$ cat src/rtl/spu_decode_queue.sv
// spu_decode_queue
//
// Decode stage for the SPU pipeline. Each accepted 32-bit instruction word is
// split into opcode, register fields, an extended immediate and an
// execution-unit class in a single combinational step. The decoded op is then
// written into a DEPTH-entry FIFO that feeds the issue stage.
//
// Build option:
//   SPU_DEC_ILLEGAL_TRAP_EN
//     Defined: an illegal word is not queued. It raises a sticky trap and its
//     word is captured in trap_instr. New instructions are refused while the
//     trap is set. The queue keeps draining.
//     Undefined: an illegal word is queued with out_illegal=1. trap and
//     trap_instr are tied to 0, and trap_clr has no effect.
//
// Ports:
//   clk, rst_n               clock, asynchronous active-low reset
//   in_valid/in_ready        instruction handshake
//   in_instr[31:0]           instruction word
//   out_valid/out_ready      queue-head handshake towards issue
//   out_op[10:0]             opcode value (zero-extended to 11 bits)
//   out_rt/out_ra/out_rb     raw register fields
//   out_use_ra/rb/rt         source-operand usage flags
//   out_imm[IMM_W-1:0]       extended immediate (0 for RR and illegal)
//   out_unit[1:0]            0=simple fixed, 1=shift/rotate, 3=none
//   out_illegal              head entry is an illegal encoding
//   trap, trap_instr         sticky illegal trap and the offending word
//   trap_clr                 one-cycle pulse that clears the trap
module spu_decode_queue #(
  parameter int IMM_W = 32,
  parameter int REG_W = 7,
  parameter int DEPTH = 4
) (
  input  logic              clk,
  input  logic              rst_n,
  input  logic              in_valid,
  output logic              in_ready,
  input  logic [31:0]       in_instr,
  output logic              out_valid,
  input  logic              out_ready,
  output logic [10:0]       out_op,
  output logic [REG_W-1:0]  out_rt,
  output logic [REG_W-1:0]  out_ra,
  output logic [REG_W-1:0]  out_rb,
  output logic              out_use_ra,
  output logic              out_use_rb,
  output logic              out_use_rt,
  output logic [IMM_W-1:0]  out_imm,
  output logic [1:0]        out_unit,
  output logic              out_illegal,
  output logic              trap,
  output logic [31:0]       trap_instr,
  input  logic              trap_clr
);

  localparam int AW = $clog2(DEPTH);

  // RR / RI7 opcodes, matched on instr[31:21]
  localparam logic [10:0] OP_AH    = 11'h0C8;
  localparam logic [10:0] OP_A     = 11'h0C0;
  localparam logic [10:0] OP_SFH   = 11'h048;
  localparam logic [10:0] OP_SF    = 11'h040;
  localparam logic [10:0] OP_ADDX  = 11'h340;
  localparam logic [10:0] OP_SFX   = 11'h341;
  localparam logic [10:0] OP_CG    = 11'h0C2;
  localparam logic [10:0] OP_BG    = 11'h042;
  localparam logic [10:0] OP_CLZ   = 11'h2A5;
  localparam logic [10:0] OP_AND   = 11'h0C1;
  localparam logic [10:0] OP_OR    = 11'h041;
  localparam logic [10:0] OP_XOR   = 11'h241;
  localparam logic [10:0] OP_NAND  = 11'h0C9;
  localparam logic [10:0] OP_NOR   = 11'h049;
  localparam logic [10:0] OP_EQV   = 11'h249;
  localparam logic [10:0] OP_CEQ   = 11'h3C0;
  localparam logic [10:0] OP_CEQH  = 11'h3C8;
  localparam logic [10:0] OP_CGT   = 11'h240;
  localparam logic [10:0] OP_CGTH  = 11'h248;
  localparam logic [10:0] OP_CGTB  = 11'h250;
  localparam logic [10:0] OP_SHLHI = 11'h07F;

  // RI16 opcodes, matched on instr[31:23]
  localparam logic [8:0]  OP_ILH   = 9'h083;
  localparam logic [8:0]  OP_IL    = 9'h081;

  // RI10 opcodes, matched on instr[31:24]
  localparam logic [7:0]  OP_AHI   = 8'h1D;
  localparam logic [7:0]  OP_AI    = 8'h1C;
  localparam logic [7:0]  OP_SFHI  = 8'h0D;
  localparam logic [7:0]  OP_SFI   = 8'h0C;
  localparam logic [7:0]  OP_ANDI  = 8'h14;
  localparam logic [7:0]  OP_ANDHI = 8'h15;
  localparam logic [7:0]  OP_ANDBI = 8'h16;
  localparam logic [7:0]  OP_ORI   = 8'h04;
  localparam logic [7:0]  OP_ORHI  = 8'h05;
  localparam logic [7:0]  OP_ORBI  = 8'h06;
  localparam logic [7:0]  OP_XORI  = 8'h44;
  localparam logic [7:0]  OP_XORHI = 8'h45;
  localparam logic [7:0]  OP_XORBI = 8'h46;
  localparam logic [7:0]  OP_CEQI  = 8'h7C;
  localparam logic [7:0]  OP_CEQHI = 8'h7D;
  localparam logic [7:0]  OP_CGTI  = 8'h4C;
  localparam logic [7:0]  OP_CGTHI = 8'h4D;
  localparam logic [7:0]  OP_CGTBI = 8'h4E;

  // RI18 opcode, matched on instr[31:25]
  localparam logic [6:0]  OP_ILA   = 7'h21;

  localparam logic [1:0]  UNIT_SIMPLE = 2'd0;
  localparam logic [1:0]  UNIT_SHIFT  = 2'd1;
  localparam logic [1:0]  UNIT_NONE   = 2'd3;

  typedef struct packed {
    logic [10:0]      op;
    logic [REG_W-1:0] rt;
    logic [REG_W-1:0] ra;
    logic [REG_W-1:0] rb;
    logic             use_ra;
    logic             use_rb;
    logic             use_rt;
    logic [IMM_W-1:0] imm;
    logic [1:0]       unit;
    logic             illegal;
  } entry_t;

  function automatic logic signed [IMM_W-1:0] sext7(input logic signed [6:0] v);
    return IMM_W'(v);
  endfunction

  function automatic logic signed [IMM_W-1:0] sext10(input logic signed [9:0] v);
    return IMM_W'(v);
  endfunction

  function automatic logic signed [IMM_W-1:0] sext16(input logic signed [15:0] v);
    return IMM_W'(v);
  endfunction

  function automatic logic signed [IMM_W-1:0] zext18(input logic [17:0] v);
    return IMM_W'(v);
  endfunction

  // ---- stage p0: combinational decode of the incoming word ----
  logic [10:0]             op11_p0;
  logic [8:0]              op9_p0;
  logic [7:0]              op8_p0;
  logic [6:0]              op7_p0;
  logic signed [IMM_W-1:0] imm_p0;
  entry_t                  dec_p0;
  logic                    vld_p0;
  logic                    push_p0;

  assign op11_p0 = in_instr[31:21];
  assign op9_p0  = in_instr[31:23];
  assign op8_p0  = in_instr[31:24];
  assign op7_p0  = in_instr[31:25];

  always_comb begin
    imm_p0          = '0;
    dec_p0          = '0;
    dec_p0.rt       = REG_W'(in_instr[6:0]);
    dec_p0.ra       = REG_W'(in_instr[13:7]);
    dec_p0.rb       = REG_W'(in_instr[20:14]);
    dec_p0.unit     = UNIT_NONE;
    dec_p0.illegal  = 1'b1;

    // Widest opcode field first; the first form that matches wins.
    case (op11_p0)
      OP_AH, OP_A, OP_SFH, OP_SF, OP_ADDX, OP_SFX, OP_CG, OP_BG, OP_CLZ,
      OP_AND, OP_OR, OP_XOR, OP_NAND, OP_NOR, OP_EQV, OP_CEQ, OP_CEQH,
      OP_CGT, OP_CGTH, OP_CGTB: begin
        dec_p0.op      = op11_p0;
        dec_p0.use_ra  = 1'b1;
        dec_p0.use_rb  = (op11_p0 != OP_CLZ);
        dec_p0.use_rt  = (op11_p0 == OP_ADDX) || (op11_p0 == OP_SFX);
        dec_p0.unit    = UNIT_SIMPLE;
        dec_p0.illegal = 1'b0;
      end
      OP_SHLHI: begin
        dec_p0.op      = op11_p0;
        dec_p0.use_ra  = 1'b1;
        imm_p0         = sext7(in_instr[20:14]);
        dec_p0.unit    = UNIT_SHIFT;
        dec_p0.illegal = 1'b0;
      end
      default: begin
        case (op9_p0)
          OP_ILH, OP_IL: begin
            dec_p0.op      = 11'(op9_p0);
            imm_p0         = sext16(in_instr[22:7]);
            dec_p0.unit    = UNIT_SIMPLE;
            dec_p0.illegal = 1'b0;
          end
          default: begin
            case (op8_p0)
              OP_AHI, OP_AI, OP_SFHI, OP_SFI, OP_ANDI, OP_ANDHI, OP_ANDBI,
              OP_ORI, OP_ORHI, OP_ORBI, OP_XORI, OP_XORHI, OP_XORBI,
              OP_CEQI, OP_CEQHI, OP_CGTI, OP_CGTHI, OP_CGTBI: begin
                dec_p0.op      = 11'(op8_p0);
                dec_p0.use_ra  = 1'b1;
                imm_p0         = sext10(in_instr[23:14]);
                dec_p0.unit    = UNIT_SIMPLE;
                dec_p0.illegal = 1'b0;
              end
              default: begin
                if (op7_p0 == OP_ILA) begin
                  dec_p0.op      = 11'(op7_p0);
                  imm_p0         = zext18(in_instr[24:7]);
                  dec_p0.unit    = UNIT_SIMPLE;
                  dec_p0.illegal = 1'b0;
                end
              end
            endcase
          end
        endcase
      end
    endcase

    dec_p0.imm = imm_p0;
  end

  // ---- stage p1: decoded-op queue ----
  entry_t        mem_p1 [DEPTH];
  logic [AW:0]   wr_ptr_p1;
  logic [AW:0]   rd_ptr_p1;
  logic          full_p1;
  logic          vld_p1;
  logic          pop_p1;
  entry_t        head_p1;

  // Pointers carry one extra wrap bit: equal means empty, equal except for
  // the wrap bit means full.
  assign full_p1 = (wr_ptr_p1[AW] != rd_ptr_p1[AW]) &&
                   (wr_ptr_p1[AW-1:0] == rd_ptr_p1[AW-1:0]);
  assign vld_p1  = (wr_ptr_p1 != rd_ptr_p1);
  assign pop_p1  = vld_p1 && out_ready;
  assign vld_p0  = in_valid && in_ready;

`ifdef SPU_DEC_ILLEGAL_TRAP_EN
  logic        trap_q;
  logic [31:0] trap_instr_q;
  logic        trap_set;

  assign trap_set = vld_p0 && dec_p0.illegal;
  assign push_p0  = vld_p0 && !dec_p0.illegal;
  assign in_ready = !full_p1 && !trap_q;

  // A new illegal word takes priority over a clear arriving in the same cycle.
  always_ff @(posedge clk or negedge rst_n) begin
    if (!rst_n) begin
      trap_q       <= 1'b0;
      trap_instr_q <= '0;
    end else if (trap_set) begin
      trap_q       <= 1'b1;
      trap_instr_q <= in_instr;
    end else if (trap_clr) begin
      trap_q       <= 1'b0;
    end
  end

  assign trap       = trap_q;
  assign trap_instr = trap_instr_q;
`else
  logic unused_trap_clr;

  assign unused_trap_clr = trap_clr;
  assign push_p0         = vld_p0;
  assign in_ready        = !full_p1;
  assign trap            = 1'b0;
  assign trap_instr      = '0;
`endif

  always_ff @(posedge clk or negedge rst_n) begin
    if (!rst_n) begin
      wr_ptr_p1 <= '0;
      rd_ptr_p1 <= '0;
    end else begin
      if (push_p0) wr_ptr_p1 <= wr_ptr_p1 + 1'b1;
      if (pop_p1)  rd_ptr_p1 <= rd_ptr_p1 + 1'b1;
    end
  end

  always_ff @(posedge clk) begin
    if (push_p0) mem_p1[wr_ptr_p1[AW-1:0]] <= dec_p0;
  end

  // Fields are forced to zero whenever the queue is empty, so stale storage
  // never reaches the issue stage, including right after reset.
  assign head_p1     = vld_p1 ? mem_p1[rd_ptr_p1[AW-1:0]] : '0;

  assign out_valid   = vld_p1;
  assign out_op      = head_p1.op;
  assign out_rt      = head_p1.rt;
  assign out_ra      = head_p1.ra;
  assign out_rb      = head_p1.rb;
  assign out_use_ra  = head_p1.use_ra;
  assign out_use_rb  = head_p1.use_rb;
  assign out_use_rt  = head_p1.use_rt;
  assign out_imm     = head_p1.imm;
  assign out_unit    = head_p1.unit;
  assign out_illegal = head_p1.illegal;

endmodule

$ cat config.mk
export PLATFORM = sky130hd
export DESIGN_NAME = spu_decode_queue
export DESIGN_NICKNAME = d
export VERILOG_FILES = /design/src/rtl/spu_decode_queue.sv
export SDC_FILE = /design/constraint.sdc
export NUM_CORES = 1
export LEC_CHECK = 0
export CAP_MARGIN = 15
export CORE_ASPECT_RATIO = 1.5
export CORE_MARGIN = 2
export CORE_UTILIZATION = 55
export DETAILED_ROUTE_END_ITERATION = 8
export GPL_TIMING_DRIVEN = 0
export PLACE_DENSITY = 0.81
export SYNTH_ARGS = -nofsm -noshare
export SYNTH_HDL_FRONTEND = slang
export SYNTH_SLANG_ARGS = --single-unit
$ cat constraint.sdc
create_clock -name clk -period 3.55 [get_ports clk]
set_input_delay 0.5325 -clock clk [delete_from_list [all_inputs] [get_ports clk]]
set_output_delay 0.5325 -clock clk [all_outputs]
set_load 0.02 [all_outputs]
==> impl_metrics.py <==
metrics = {
    "run_status": {
        "status": "finished, final reports clean",
    },
    "routing": {
        "vias": 5386,
        "ant_nets": 0,
        "first_pass_iters": 6,
        "drtIter0Drc": 424,
        "routedWlPerCell_um": 21.78,
        "remaining_drc_errors": 0,
        "drt-vias-per-instance": 5.773,
        "drt-total-wl_um": 20320,
    },
    "setup_path": {
        "cp-start-kind": "flip-flop",
        "path_cells": "buf_6, buf_6, mux4_2, and2_2, buf_4, clkdlybuf4s50_1",
        "worstSetupPathType": "flip-flop to output port",
        "crit_top_cell": "buf_6",
        "worstSetupEndpointType": "output port",
        "crit_arrival_ps": 2890,
        "cpMaxStageDelayCell": "mux4_2",
        "cp.required_ps": 3020,
        "worstReg2RegStart": "rd_ptr_p1[1]",
        "max_stage_delay_ps": 560,
        "ff2ff_path_depth": 3,
        "crit_start": "rd_ptr_p1[0]",
        "cp_max_fo": 14,
    },
    "yosys": {
        "async_flop_share": 0.02609,
        "post_synth.cell_area_avg_um2": 18.20,
        "syn_area_um2": 9882,
        "synth_flop_cell": "edfxtp_1",
        "synth_seq_cells": 230,
        "seq_area_frac_synth": 0.6959,
        "synth_edf_count": 224,
        "synthDistinctLibCells": 57,
        "yosys_warnings": 0,
        "synthCells": 543,
    },
    "power_and_ir_drop": {
        "peakVddDrop_mv": 0.5372,
        "netSwitchingPower_mw": 3.713,
        "powerDensity_nw_per_um2": 916.5,
        "p_sw_frac": 0.3382,
        "power_frac_comb": 0.470,
        "p_total_mw": 10.98,
        "power_frac_seq": 0.343,
        "internal-power_mw": 7.268,
        "p_leak_nw": 4.334,
        "clkPwrFrac": 0.186,
    },
    "sta": {
        "hold_violations": 0,
        "max_slew_margin": 0.4148,
        "setup_viol": 0,
        "finalHoldWorstSlack_ps": 279.5,
        "fmax_ghz": 0.2920,
        "skew_ps": 13.04,
        "fin_crit_ps": 3425,
        "fin_crit_sh": 0.9647,
        "rsz0062_at_grt": "no",
        "tightest_slew_ps": 877.8,
        "drv_slew": 0,
    },
    "global_routing": {
        "grt_max_degree": 58,
        "antenna_found_initial": 0,
        "grt-ovfl-total": 0,
        "grt_pass1_wl_um": 31230,
        "gr-usage-all-layers": 0.2152,
        "grt_pass1_vias": 5473,
    },
    "floorplanning": {
        "core_um2": 17790,
        "start_util": 0.5554,
        "num_io_pins": 142,
        "die_h_um": 168.2,
        "rows": 60,
        "die_width_um": 113.4,
        "die-area_um2": 19080,
    },
    "cts": {
        "post_cts_buffers": 0,
        "cts_htree_levels": 1,
        "cts_root_buffer": "clkbuf_16",
        "clkLatencyLatePin_ps": 490,
        "cts.sinks": 230,
        "cts_hold_buf": 0,
        "cts_buffer_depth": 3,
        "tritoncts": "yes",
        "clkTransAtPathRegs_ps": 70,
        "cts.repair.resized": 9,
        "cts_buffers": 20,
    },
    "place": {
        "dpl_cell_area_um2": 11350,
        "dp.cells": 900,
        "io_buffers": 104,
        "dp_hpwl_um": 12700,
        "gp_congestion": 0.9501,
    },
    "layout": {
        "nets": 746,
        "final_util": 0.6734,
        "antenna_cells": 0,
        "area_growth_pct": 21.25,
        "design_area_um2": 11980,
        "final_cells": 933,
        "fillers": 1173,
        "drive_gt1_frac": 0.2430,
    },
    "worst_hold_path": {
        "min_path_type": "primary input to async pin",
    },
    "job": {
        "max_cap_violations": 0,
    },
}
-- path summary, 6_finish.rpt --
check                                 to  slack (ps)
min in group clk            wr_ptr_p1[2]         500
setup reg to reg           mem_p1[1][55]        1480
max in group asynchronous   rd_ptr_p1[0]        3030
setup / recovery             out_imm[26]         130
hold / removal              rd_ptr_p1[1]         280
hold reg to reg             wr_ptr_p1[2]         500
-- cell families after synthesis --
| kind of cell | after synthesis | share of synthesized area |
|---|---|---|
| flops | 230 | 0.6959 |
| simple gates | 124 | 0.07774 |
| buf+inv | 77 | 0.04900 |
| mux | 57 | 0.1288 |
| compound gates | 42 | 0.03571 |
| xor+xnor | 7 | 0.006204 |
| fa+ha+maj | 5 | 0.006331 |
| other cells | 1 | 0.0003795 |
-- Yosys cell counts (6+ instances only) --
library cell,number,area [µm²]
nor2_1,11,41.29
mux4_2,56,1261
dfrtp_1,6,150.1
a21o_1,10,75.07
edfxtp_1,224,6726
buf_2,12,60.06
clkbuf_1,14,52.55
buf_4,48,360.4
and2_1,59,369.1
a22o_1,7,61.31
nand2_1,13,48.80
-- critical path, delay by kind of cell, from the launching register on --
family,cells,cell delay (ps)
DFF,1,420
buffers and inverters,4,1110
and+or+nand+nor,1,300
muxes,1,560
-- metrics by stage --
stage          setup TNS, ps  setup WS [ps]
6_report                   0          125.1
5_1_grt                    0          20.78
4_1_cts                    0          15.46
3_5_place_dp               0          60.40
3_3_place_gp          -47090         -245.4
2_1_floorplan              0          801.0
-- final cells by class --
class                           instances  area, µm²  area share
Sequential cell                       230       6878      0.5740
Multi-Input combinational cell        272       2678      0.2235
Timing Repair Buffer                  104       1041     0.08688
Clock buffer                           23      533.0     0.04449
Buffer                                 74      495.5     0.04135
Tap cell                              217      271.5     0.02266
Clock inverter                         11      77.57    0.006475
Inverter                                2      7.507   0.0006266
-- flip-flops by register name (all words and copies together), names as in the netlist --
name	count
wr_ptr_p1	3
mem_p1	224
rd_ptr_p1	3
-- metal layers --
| layer | track usage | share of wire |
|---|---|---|
| met1 | 0.2669 | 0.36 |
| met3 | 0.02628 | 0.060 |
| met5 | 0 | 0 |
| met2 | 0.3963 | 0.56 |
| met4 | 0.06151 | 0.024 |
-- power by group through the flow --
stage / Sequential (mW) / Clock [mW] / Combinational [mW]
after floorplan: 3.76 / 0 / 3.12
after global placement: 3.81 / 0 / 5.09
after detailed placement: 3.81 / 0 / 5.19
after CTS: 3.77 / 2.07 / 5.25
after global routing: 3.81 / 2.15 / 5.49
final: 3.77 / 2.05 / 5.17
-- cell usage in the layout (no fill, tap or decap), types with 6 or more instances in the layout --
cell type          n
nand2_1           13
a22o_1             7
clkdlybuf4s50_1  104
edfxtp_1         224
and2_1            58
buf_2             11
clkbuf_1           8
mux4_2            56
clkbuf_2           7
clkbuf_16         21
nor2_1            11
a21o_1            10
clkinv_1           6
buf_4             48
conb_1            37
No activity file was read; power rests on OpenSTA's default activity.
